**src/rtl/stream_fifo.sv**
```systemverilog
// Synchronous show-ahead FIFO with occupancy count, threshold flags and optional sticky error flags.
// Define STREAM_FIFO_ERR_STICKY_EN to build the sticky overflow/underflow registers; otherwise they read 0.
module stream_fifo #(
    parameter int WIDTH     = 32,
    parameter int DEPTH     = 8,
    parameter int AF_THRESH = DEPTH - 1,
    parameter int AE_THRESH = 1
) (
    input  logic                       clk,
    input  logic                       rst,
    input  logic                       clr,
    input  logic                       push,
    input  logic [WIDTH-1:0]           wr_data,
    input  logic                       pop,
    output logic [WIDTH-1:0]           rd_data,
    output logic                       empty,
    output logic                       full,
    output logic [$clog2(DEPTH+1)-1:0] count,
    output logic                       almost_full,
    output logic                       almost_empty,
    output logic                       overflow,
    output logic                       underflow
);

    localparam int PW = $clog2(DEPTH);
    localparam int CW = $clog2(DEPTH + 1);

    logic [WIDTH-1:0] mem [DEPTH];
    logic [PW-1:0]    wr_ptr;
    logic [PW-1:0]    rd_ptr;
    logic [CW-1:0]    cnt;
    logic             push_ok;
    logic             pop_ok;
    logic [PW-1:0]    wr_ptr_nxt;
    logic [PW-1:0]    rd_ptr_nxt;

    assign empty        = (cnt == '0);
    assign full         = (cnt == CW'(DEPTH));
    assign count        = cnt;
    assign almost_full  = (int'(cnt) >= AF_THRESH);
    assign almost_empty = (int'(cnt) <= AE_THRESH);
    assign rd_data      = mem[rd_ptr];

    // Acceptance is judged on pre-edge flags, so a pop never frees room for a same-cycle push.
    assign push_ok = push && !full && !clr;
    assign pop_ok  = pop && !empty && !clr;

    always_comb begin
        wr_ptr_nxt = (wr_ptr == PW'(DEPTH - 1)) ? '0 : wr_ptr + 1'b1;
        rd_ptr_nxt = (rd_ptr == PW'(DEPTH - 1)) ? '0 : rd_ptr + 1'b1;
    end

    always_ff @(posedge clk or posedge rst) begin
        if (rst) begin
            wr_ptr <= '0;
            rd_ptr <= '0;
            cnt    <= '0;
        end else if (clr) begin
            wr_ptr <= '0;
            rd_ptr <= '0;
            cnt    <= '0;
        end else begin
            if (push_ok)
                wr_ptr <= wr_ptr_nxt;
            if (pop_ok)
                rd_ptr <= rd_ptr_nxt;
            case ({push_ok, pop_ok})
                2'b10:   cnt <= cnt + 1'b1;
                2'b01:   cnt <= cnt - 1'b1;
                default: cnt <= cnt;
            endcase
        end
    end

    // Storage is deliberately left out of reset and flush.
    always_ff @(posedge clk) begin
        if (push_ok)
            mem[wr_ptr] <= wr_data;
    end

`ifdef STREAM_FIFO_ERR_STICKY_EN
    logic ovf_q;
    logic unf_q;

    always_ff @(posedge clk or posedge rst) begin
        if (rst) begin
            ovf_q <= 1'b0;
            unf_q <= 1'b0;
        end else if (clr) begin
            ovf_q <= 1'b0;
            unf_q <= 1'b0;
        end else begin
            if (push && full)
                ovf_q <= 1'b1;
            if (pop && empty)
                unf_q <= 1'b1;
        end
    end

    assign overflow  = ovf_q;
    assign underflow = unf_q;
`else
    assign overflow  = 1'b0;
    assign underflow = 1'b0;
`endif

endmodule
```
**config.mk**
```make
export PLATFORM = sky130hd
export DESIGN_NAME = stream_fifo
export DESIGN_NICKNAME = d
export VERILOG_FILES = /design/src/rtl/stream_fifo.sv
export SDC_FILE = /design/constraint.sdc
export NUM_CORES = 1
export LEC_CHECK = 0
export CAP_MARGIN = 20
export CORE_UTILIZATION = 58
export DETAILED_ROUTE_END_ITERATION = 7
export PLACE_DENSITY_LB_ADDON = 0.2
export SLEW_MARGIN = 40
export SYNTH_ARGS = -nofsm -noshare
export SYNTH_HDL_FRONTEND = slang
export SYNTH_SLANG_ARGS = --single-unit
```
**constraint.sdc**
```tcl
create_clock -name clk -period 4.8 [get_ports clk]
set_input_delay 1.44 -clock clk [delete_from_list [all_inputs] [get_ports clk]]
set_output_delay 1.44 -clock clk [all_outputs]
set_load 0.03 [all_outputs]
```
==> metrics, run 1 <==
hpwl dp=10,700 um; num rows=48; vias after detailed routing=4,798; status=complete, no violations; Reg area=7950 um^2; pin count of the biggest net entering global routing=38; Avg Vias per Cell=6.04; I/O Pins=between 70 and 80; routed length per instance=24.1 um; # diodes=0; Post-DRT Antenna Nets=0; Final nets=600; Root Buffer=clkbuf_16; first-pass GRT wire length=a little under 30,000 um; Final min period=around 4.6 ns; Slew headroom=54.2%; Multi-input gate area=approximately 2300 um^2; area growth from synthesis to layout=18.5%; core area=17,400 um^2; VDD IR max=between 0.3 and 0.4 mV; CTS Sinks=about 270; CP required=between 3 and 4 ns; reg-to-reg setup timing slack=2.06 ns; worst r2r src=count[0]; Synth async-reset ratio=3.76%; Total GRT Usage=a little over a fifth; Final setup viols=0; synthesized flop and latch total=between 200 and 300; Congestion Overflow GR=0; Hold Vio Cnt, Final=0; worst skew pair latency=between 0.5 and 0.6 ns; Hold Crit Class=register to register; Post-Route WL=around 19,000 um; Slew @ Worst Pin=0.687 ns; DRC Markers=0; initial core utilization=slightly below 60%; Post-CTS Hold Buffers=0; Leak=a little under 4 nW; Worst-path clk slew=~0.060 ns; Avg Cell Area, Syn=22.8 um^2; sum of negative setup slack=0 ns; H-tree lvl count=1; end of the worst hold path=wr_ptr[0]; Syn Inst Count=455; crit path DAT=roughly 3.2 ns; PwrDens=501 nW/um^2; DR iter-0 viols=around 320; Post CTS Setup Buffer Count=0; Max Slew Vio Count=0; Clock Path Buffers=3; unrepaired setup endpoints after global routing=no; I/O Buffers=76; Setup crit start kind=register; reg2reg path depth=7; vias in the first global route=slightly above 5,000; initial antenna violation count=0; Tcrit/Tclk final=about 96%; hold path depth=2; share of cells above drive strength 1=between 20 and 30%; Cell Area, Synth=10,400 um^2; prevailing post-synth register cell=edfxtp_1; CTS tree=done; full die area=between 15,000 and 20,000 um^2; Distinct cells, synth=35; CTS resizes=0; die width=approximately 140 um; max-cap viol count=0; largest fanout on the critical path=35; drt first pass iters=4; Power, Total=6.17 mW; Placer Congestion=approximately 0.77; height of the die=136 um; reg2reg end=mem[5][12]; synth warn=0; clock buffer count from CTS=26; skew final=about 0.01 ns; Post-synth EDFFs=approximately 260; fillers=between 1,000 and 1,500; sequential-to-total area share from yosys stat=between 70% and 80%; CP Class=register to output pin; Setup crit end kind=output pin; Fmax=around 220 MHz; Worst Min Path Start=wr_ptr[0]
through the flow:
| stage | setup slack (ns) | cells | hold WS [ns] | util, % | cell area, um^2 |
|---|---|---|---|---|---|
| finish | 0.192 | 794 | 0.583 | 70.6 | 12300 |
| global route | 0.0481 | 794 | 0.617 | 70.6 | 12300 |
| CTS | 0.138 | 794 | 0.581 | 70.6 | 12300 |
| detailed placement | 0.692 | 752 | 0.576 | 66.3 | 11500 |
| global placement | 0.722 | 752 | 0.557 | 66.2 | 11500 |
| floorplan | 0.264 | 456 | 0.543 | - | 10400 |
cell usage after synthesis, types with 2 or more instances:
| cell | number | area, um^2 |
|---|---|---|
| inv_1 | 6 | 22.5 |
| clkbuf_1 | 6 | 22.5 |
| nand2b_1 | 3 | 18.8 |
| mux4_2 | 64 | 1440 |
| dfrtp_1 | 10 | 250 |
| buf_2 | 7 | 35.0 |
| buf_4 | 2 | 15.0 |
| nor2_1 | 11 | 41.3 |
| nor3_1 | 7 | 35.0 |
| ha_1 | 8 | 100 |
| edfxtp_1 | 256 | 7690 |
| mux2_2 | 32 | 360 |
| a21oi_1 | 5 | 25.0 |
| mux2i_1 | 4 | 40.0 |
| o21ai_1 | 2 | 10.0 |
| nand2_1 | 7 | 26.3 |
| buf_6 | 6 | 67.6 |
| or3_1 | 2 | 12.5 |
area by class of cell:
cell class | count | share of cell area (%)
Clock buffer | 31 | 5.61
Clock inverter | 11 | 0.600
Inverter | 6 | 0.183
Multi-Input combinational cell | 162 | 19.0
Sequential cell | 266 | 64.6
Tap cell | 225 | 2.29
Timing Repair Buffer | 93 | 7.73
power breakdown:
part           internal (mW)  switching, mW  leakage [nW]
Clock                   1.06          0.780         0.379
Sequential              2.63          0.147          2.44
Combinational          0.804          0.746          1.09
worst max-delay path: stages (launching register included):
cell             delay [ns]
dfrtp_4                0.86
buf_4                  0.35
mux4_2                 0.53
mux2_2                 0.29
clkdlybuf4s50_1        0.60
placed cells by master (no fill, tap or decap), drive strengths merged, types with 8 or more instances in the layout:
cell and n:
dfrtp 10, mux2 33, buf 17, clkdlybuf4s50 76, edfxtp 256, clkinv 10
nor2 11, mux4 64, ha 8, clkbuf 31
metal layers:
layer,wire length (um),vias to the layer above,GRT usage (%),part of all wire (%)
met5,0,-,0,0
met1,7820,2510,30.3,41
li1,-,2094,-,-
met4,322,0,5.99,1.7
met2,9870,163,36.8,52
met3,1130,31,3.18,5.9
cell families (layout without fill, tap and decap cells):
kind of cell | Yosys count | after routing | share of synthesized area [%]
flip-flops | 266 | 266 | 76.4
multiplexers | 101 | 101 | 17.9
AND/OR/NAND/NOR | 36 | 36 | 1.87
buffers and inverters | 28 | 141 | 1.60
AO/OA/AOI/OAI | 15 | 15 | 1.20
adder cells (fa/ha/maj) | 8 | 8 | 0.964
other | 1 | 2 | 0.0361
flip-flops by register name (all words and copies together) (netlist names):
register  cells
wr_ptr        3
count         4
mem         256
rd_ptr        3
how the worst max path moves through the flow:
stage / from / to / cells past startpoint
global route: rd_ptr[0] / rd_data[28] / 4
finish: rd_ptr[0] / rd_data[29] / 4
global placement: rd_ptr[0] / rd_data[27] / 4
CTS: rd_ptr[0] / rd_data[29] / 4
detailed placement: rd_ptr[0] / rd_data[28] / 4
floorplan: push / mem[0][0] / 4
Note: power is estimated with default switching activity, not from simulation.
==> run 2, diff against run 1 <==
--- a/config.mk
+++ b/config.mk
@@ -9,7 +9,7 @@
 export CORE_UTILIZATION = 58
 export DETAILED_ROUTE_END_ITERATION = 7
 export PLACE_DENSITY_LB_ADDON = 0.2
-export SLEW_MARGIN = 40
+export SLEW_MARGIN = 20
 export SYNTH_ARGS = -nofsm -noshare
 export SYNTH_HDL_FRONTEND = slang
 export SYNTH_SLANG_ARGS = --single-unit
==> run 2 against run 1 <==
Final cell count is 0.13% lower. Global-route usage down 0.44 points. Non-clock buffer count unchanged. Sequential power hardly changed.
==> metrics, run 2 (same netlist as run 1, synthesis figures left out) <==
sum of negative setup slack=0 ns (unchanged); CTS resizes=0 (unchanged); max reg flops=256 (unchanged); Root Buffer=clkbuf_16; DR iter-0 viols=353 (+10%); status=complete, no violations; Multi-input gate area=2340 um^2 (unchanged); clock buffer count from CTS=25 (-3.8%); Post CTS Setup Buffer Count=0 (unchanged); largest fanout on the critical path=35 (unchanged); DRC Markers=0 (unchanged); pin count of the biggest net entering global routing=38 (unchanged); vias in the first global route=5,090 (-0.039%); full die area=18,400 um^2 (unchanged); routed length per instance=23.7 um (-1.7%); first-pass GRT wire length=28,500 um (-1.8%); CP required=3.36 ns (about the same); Leak=3.91 nW (-0.20%); core area=17,400 um^2 (unchanged); Slew headroom=34.8% (-19 points); num rows=48 (unchanged); Final nets=599 (-0.17%); reg2reg path depth=7 (unchanged); most common cell after layout, fill and taps aside=edfxtp_1; Avg Vias per Cell=6.02 (-0.42%); Tcrit/Tclk final=95.6% (-0.40 points); Congestion Overflow GR=0 (unchanged); area growth from synthesis to layout=18.4%; vias after detailed routing=4,772 (-0.54%); Final min period=4.59 ns (-0.0191 ns); Reg area=7940 um^2 (about the same); share of cells above drive strength 1=29.0% (+0.23 points); Final setup viols=0 (unchanged); Post-Route WL=18,800 um (-1.8%); CP Class=register to output pin; fillers=1,048 (-1.0%); Worst Min Path Start=wr_ptr[0]; Clock Path Buffers=3 (unchanged); Setup crit end kind=output pin; Max Slew Vio Count=0 (unchanged); worst r2r src=count[0]; largest reg by FF count=mem; crit path DAT=3.15 ns (-0.02 ns); Post-DRT Antenna Nets=0 (unchanged); reg2reg end=mem[5][5]; end of the worst hold path=wr_ptr[0]; I/O Pins=79 (unchanged); CTS Sinks=266 (unchanged); drt first pass iters=4 (unchanged); commonest cells after routing, fill and taps aside=256 x edfxtp_1, 76 x clkdlybuf4s50_1, 64 x mux4_2; Total GRT Usage=21.5% (-0.44 points); Worst-path clk slew=0.06 ns (about the same); max-cap viol count=0 (unchanged); crit-path cells=buf_4 -> mux4_2 -> mux2_2 -> clkdlybuf4s50_1; Hold Vio Cnt, Final=0 (unchanged); max incr delay on CP=0.87 ns (about the same); hpwl dp=10,700 um (-0.16%); CTS tree=done; family with the most delay on the worst path=buffers and inverters; Placer Congestion=0.773 (unchanged); reg-to-reg setup timing slack=2.07 ns (about the same); # diodes=0 (unchanged); Final Instance Count excl. Fillers=793 (-0.13%); I/O Buffers=76 (unchanged); hold path depth=2 (unchanged); worst skew pair latency=0.52 ns (about the same); Hold Crit Class=register to register; Slew @ Worst Pin=0.978 ns (+0.291 ns); Fmax=218 MHz (+0.42%); placed insts=752 (unchanged); skew final=0.0104 ns (+0.000649 ns); initial antenna violation count=0 (unchanged); Post-CTS Hold Buffers=0 (unchanged); Setup crit start kind=register; PwrDens=501 nW/um^2 (about the same); Bufs and invs on worst path=2 (unchanged); height of the die=136 um (unchanged); VDD IR max=0.408 mV (+5.8%); Crit-path slowest cell=dfrtp_4; initial core utilization=59.6% (unchanged); H-tree lvl count=1 (unchanged); unrepaired setup endpoints after global routing=no; die width=136 um (unchanged)
==> run 2: where the power goes <==
part | leakage (nW) | internal, mW | switching [mW]
logic | 1.09 | 0.806 | 0.743
registers | 2.44 | 2.63 | 0.146
clock network | 0.371 | 1.05 | 0.789
total | 3.91 | 4.48 | 1.68
==> run 2: layer usage <==
layer | global-route usage (%) | wire [um] | vias to the layer above
met5 | 0 | 0 | -
met1 | 29.3 | 7660 | 2491
met4 | 6.80 | 340 | 0
met3 | 3.14 | 1130 | 28
met2 | 36.1 | 9680 | 166
li1 | - | - | 2087
==> run 2: worst max-delay path by stage <==
| stage | from | endpoint | slack, ns | cells past startpoint |
|---|---|---|---|---|
| floorplan | push | mem[0][0] | 0.26 | 4 |
| global placement | rd_ptr[0] | rd_data[27] | 0.72 | 4 |
| detailed placement | rd_ptr[0] | rd_data[0] | 0.69 | 4 |
| CTS | rd_ptr[0] | rd_data[0] | 0.13 | 4 |
| global route | rd_ptr[0] | rd_data[28] | 0.05 | 4 |
| finish | rd_ptr[0] | rd_data[29] | 0.21 | 4 |
==> run 2: through the flow <==
stage	area [um^2]	setup WS, ns	hold WS [ns]	util [%]	power [mW]
2_1_floorplan	10400	0.264	0.543	-	3.89
5_1_grt	12300	0.0502	0.624	70.6	6.38
3_3_place_gp	11500	0.722	0.557	66.2	4.36
3_5_place_dp	11500	0.690	0.572	66.2	4.39
6_report	12300	0.211	0.586	70.6	6.16
4_1_cts	12300	0.131	0.580	70.6	6.22
==> run 2: layout make-up <==
cell class | instances | area share [%]
Clock inverter | 14 | 0.977
Clock buffer | 27 | 5.15
Multi-Input combinational cell | 162 | 19.0
Tap cell | 225 | 2.29
Timing Repair Buffer | 93 | 7.74
Sequential cell | 266 | 64.6
Inverter | 6 | 0.183
==> run 2: tightest hold or removal path, delay by kind of cell, from the launching register on <==
kind               cells  cell delay (ns)
AOI/OAI and AO/OA      1             0.06
DFF                    1             0.42
and+or+nand+nor        1             0.07
==> run 3, diff against run 2 <==
--- a/config.mk
+++ b/config.mk
@@ -8,7 +8,7 @@
 export CAP_MARGIN = 20
 export CORE_UTILIZATION = 58
 export DETAILED_ROUTE_END_ITERATION = 7
-export PLACE_DENSITY_LB_ADDON = 0.2
+export PLACE_DENSITY = 0.9
 export SLEW_MARGIN = 20
 export SYNTH_ARGS = -nofsm -noshare
 export SYNTH_HDL_FRONTEND = slang
==> run 3 against run 2 <==
Count of clock-buffer cells in the layout grew 9. Core utilization is 0.10 points higher. Combinational power rose by 5%. Critical endpoint is now rd_data[30]. Critical path depth unchanged. Largest power group unchanged. Critical path type unchanged. Non-clock buffer count down 4.
==> metrics, run 3 (same netlist as run 1, synthesis figures left out) <==
Setup crit end kind=output pin; commonest cells after routing, fill and taps aside=256 x edfxtp_1, 76 x clkdlybuf4s50_1, 64 x mux4_2; DRC Markers=0 (unchanged); Worst Min Path Start=wr_ptr[0]; switching share of power=27.4% (+0.16 points); Slew @ Worst Pin=0.991 ns (+0.0136 ns); Post-DRT Antenna Nets=0 (unchanged); height of the die=136 um (unchanged); max-cap viol count=0 (unchanged); clock power share=30.8% (+0.9 points); worst r2r src=count[0]; max incr delay on CP=0.74 ns (-0.13 ns); I/O Pins=79 (unchanged); full die area=18,400 um^2 (unchanged); CP Class=register to output pin; Root Buffer=clkbuf_16; Leak=3.90 nW (-0.11%); CTS Sinks=266 (unchanged); DR iter-0 viols=403 (+14%); utilization of the core after routing=70.7% (+0.10 points); max reg flops=256 (unchanged); Slew headroom=33.9% (-0.90 points); Sw Pwr=1.73 mW (+3.1%); reg-to-reg setup timing slack=1.99 ns (-0.08 ns); routed length per instance=25.9 um (+9.2%); Post-Route WL=20,600 um (+9.5%); VDD IR max=0.433 mV (+6.0%); Final setup viols=0 (unchanged); num rows=48 (unchanged); sum of negative setup slack=0 ns (unchanged); Fmax=225 MHz (+3.3%); Final nets=595 (-0.67%); PwrDens=513 nW/um^2 (+2.3%); CP required=3.36 ns (about the same); Congestion Overflow GR=0 (unchanged); largest reg by FF count=mem; CTS resizes=0 (unchanged); Setup crit start kind=register; hpwl dp=11,300 um (+5.9%); pin count of the biggest net entering global routing=55 (+45%); reg2reg path depth=7 (unchanged); Placer Congestion=0.758 (-2.0%); vias in the first global route=5,318 (+4.5%); Max Slew Vio Count=0 (unchanged); Clock Path Buffers=3 (unchanged); die width=136 um (unchanged); clock buffer count from CTS=25 (unchanged); status=complete, no violations; crit path DAT=3.00 ns (-0.15 ns); initial antenna violation count=1 (+1); reg2reg end=mem[4][7]; initial core utilization=59.6% (unchanged); most common cell after layout, fill and taps aside=edfxtp_1; CTS tree=done; Logic pwr share=25.8% (+0.7 points); family with the most delay on the worst path=buffers and inverters; I/O Buffers=76 (unchanged); unrepaired setup endpoints after global routing=no; Tcrit/Tclk final=92.6% (-3.0 points); area growth from synthesis to layout=18.5%; Bufs and invs on worst path=2 (unchanged); Cell Int Power=4.59 mW (+2.2%); drt first pass iters=5 (+1); Crit-path slowest cell=dfrtp_4; vias after detailed routing=4,929 (+3.3%); end of the worst hold path=wr_ptr[0]; crit-path cells=buf_4 -> mux4_2 -> mux2_2 -> clkdlybuf4s50_1; Reg power frac=43.4% (-1.6 points); worst skew pair latency=0.52 ns (about the same); core area=17,400 um^2 (unchanged); first-pass GRT wire length=30,800 um (+8.1%); Total GRT Usage=23.4% (+1.9 points); Final min period=4.44 ns (-0.145 ns); Worst-path clk slew=0.06 ns (about the same); Hold Crit Class=register to register; share of cells above drive strength 1=28.6% (-0.40 points); Avg Vias per Cell=6.20 (+3.0%); skew final=0.00939 ns (-0.00103 ns); hold path depth=2 (unchanged); largest fanout on the critical path=22 (-37%); Hold Vio Cnt, Final=0 (unchanged); H-tree lvl count=1 (unchanged)
==> run 3: tightest hold or removal path, stage by stage (launching register included) <==
cell and delay (ns):
dfrtp_1 0.42, nand2_1 0.07, a21oi_1 0.06
==> run 3: worst max path at each step <==
stage                         start          end  slack (ns)  depth (start not counted)
final                     rd_ptr[0]  rd_data[30]        0.36                          4
after global routing      rd_ptr[0]  rd_data[30]        0.22                          4
after CTS                 rd_ptr[0]  rd_data[30]        0.28                          4
after detailed placement  rd_ptr[0]  rd_data[30]        0.59                          4
after global placement    rd_ptr[0]  rd_data[30]        0.62                          4
after floorplan                push    mem[0][0]        0.26                          4
==> run 3: cell type report <==
cell class	instances	area, um^2
Inverter	6	22.5
Fill cell	981	5110
Clock inverter	10	134
Tap cell	225	282
Sequential cell	266	7940
Clock buffer	36	677
Antenna cell	1	2.50
Multi-Input combinational cell	162	2340
Timing Repair Buffer	89	908
==> run 3: metrics by stage <==
stage                     instance area [um^2]  power, mW  hold WS (ns)  setup slack, ns  cells
final                                    12300       6.31         0.589            0.356    795
after floorplan                          10400       3.89         0.543            0.264    456
after detailed placement                 11500       4.39         0.578            0.586    747
after CTS                                12300       6.37         0.585            0.280    794
after global placement                   11500       4.33         0.557            0.621    747
after global routing                     12300       6.53         0.632            0.223    794
==> run 3: what timing repair did <==
| item | CTS | global route |
|---|---|---|
| buffers inserted | 1 | 0 |
| setup endpoints to repair | 2 | 0 |
| hold buffers | 0 | 0 |
==> run 3: per-layer routing <==
metal | vias up | GRT usage, % | part of all wire [%]
met3 | 39 | 4.38 | 8.2
li1 | 2090 | - | -
met1 | 2561 | 30.9 | 39
met5 | - | 0 | 0
met4 | 0 | 6.99 | 1.9
met2 | 239 | 39.7 | 51
==> run 3: power by group through the flow <==
| stage | clock network [mW] | logic [mW] | registers (mW) |
|---|---|---|---|
| floorplan | 0 | 1.15 | 2.74 |
| detailed placement | 0 | 1.56 | 2.83 |
| global route | 2.05 | 1.73 | 2.75 |
| finish | 1.94 | 1.63 | 2.74 |
| global placement | 0 | 1.52 | 2.82 |
| CTS | 1.97 | 1.65 | 2.74 |
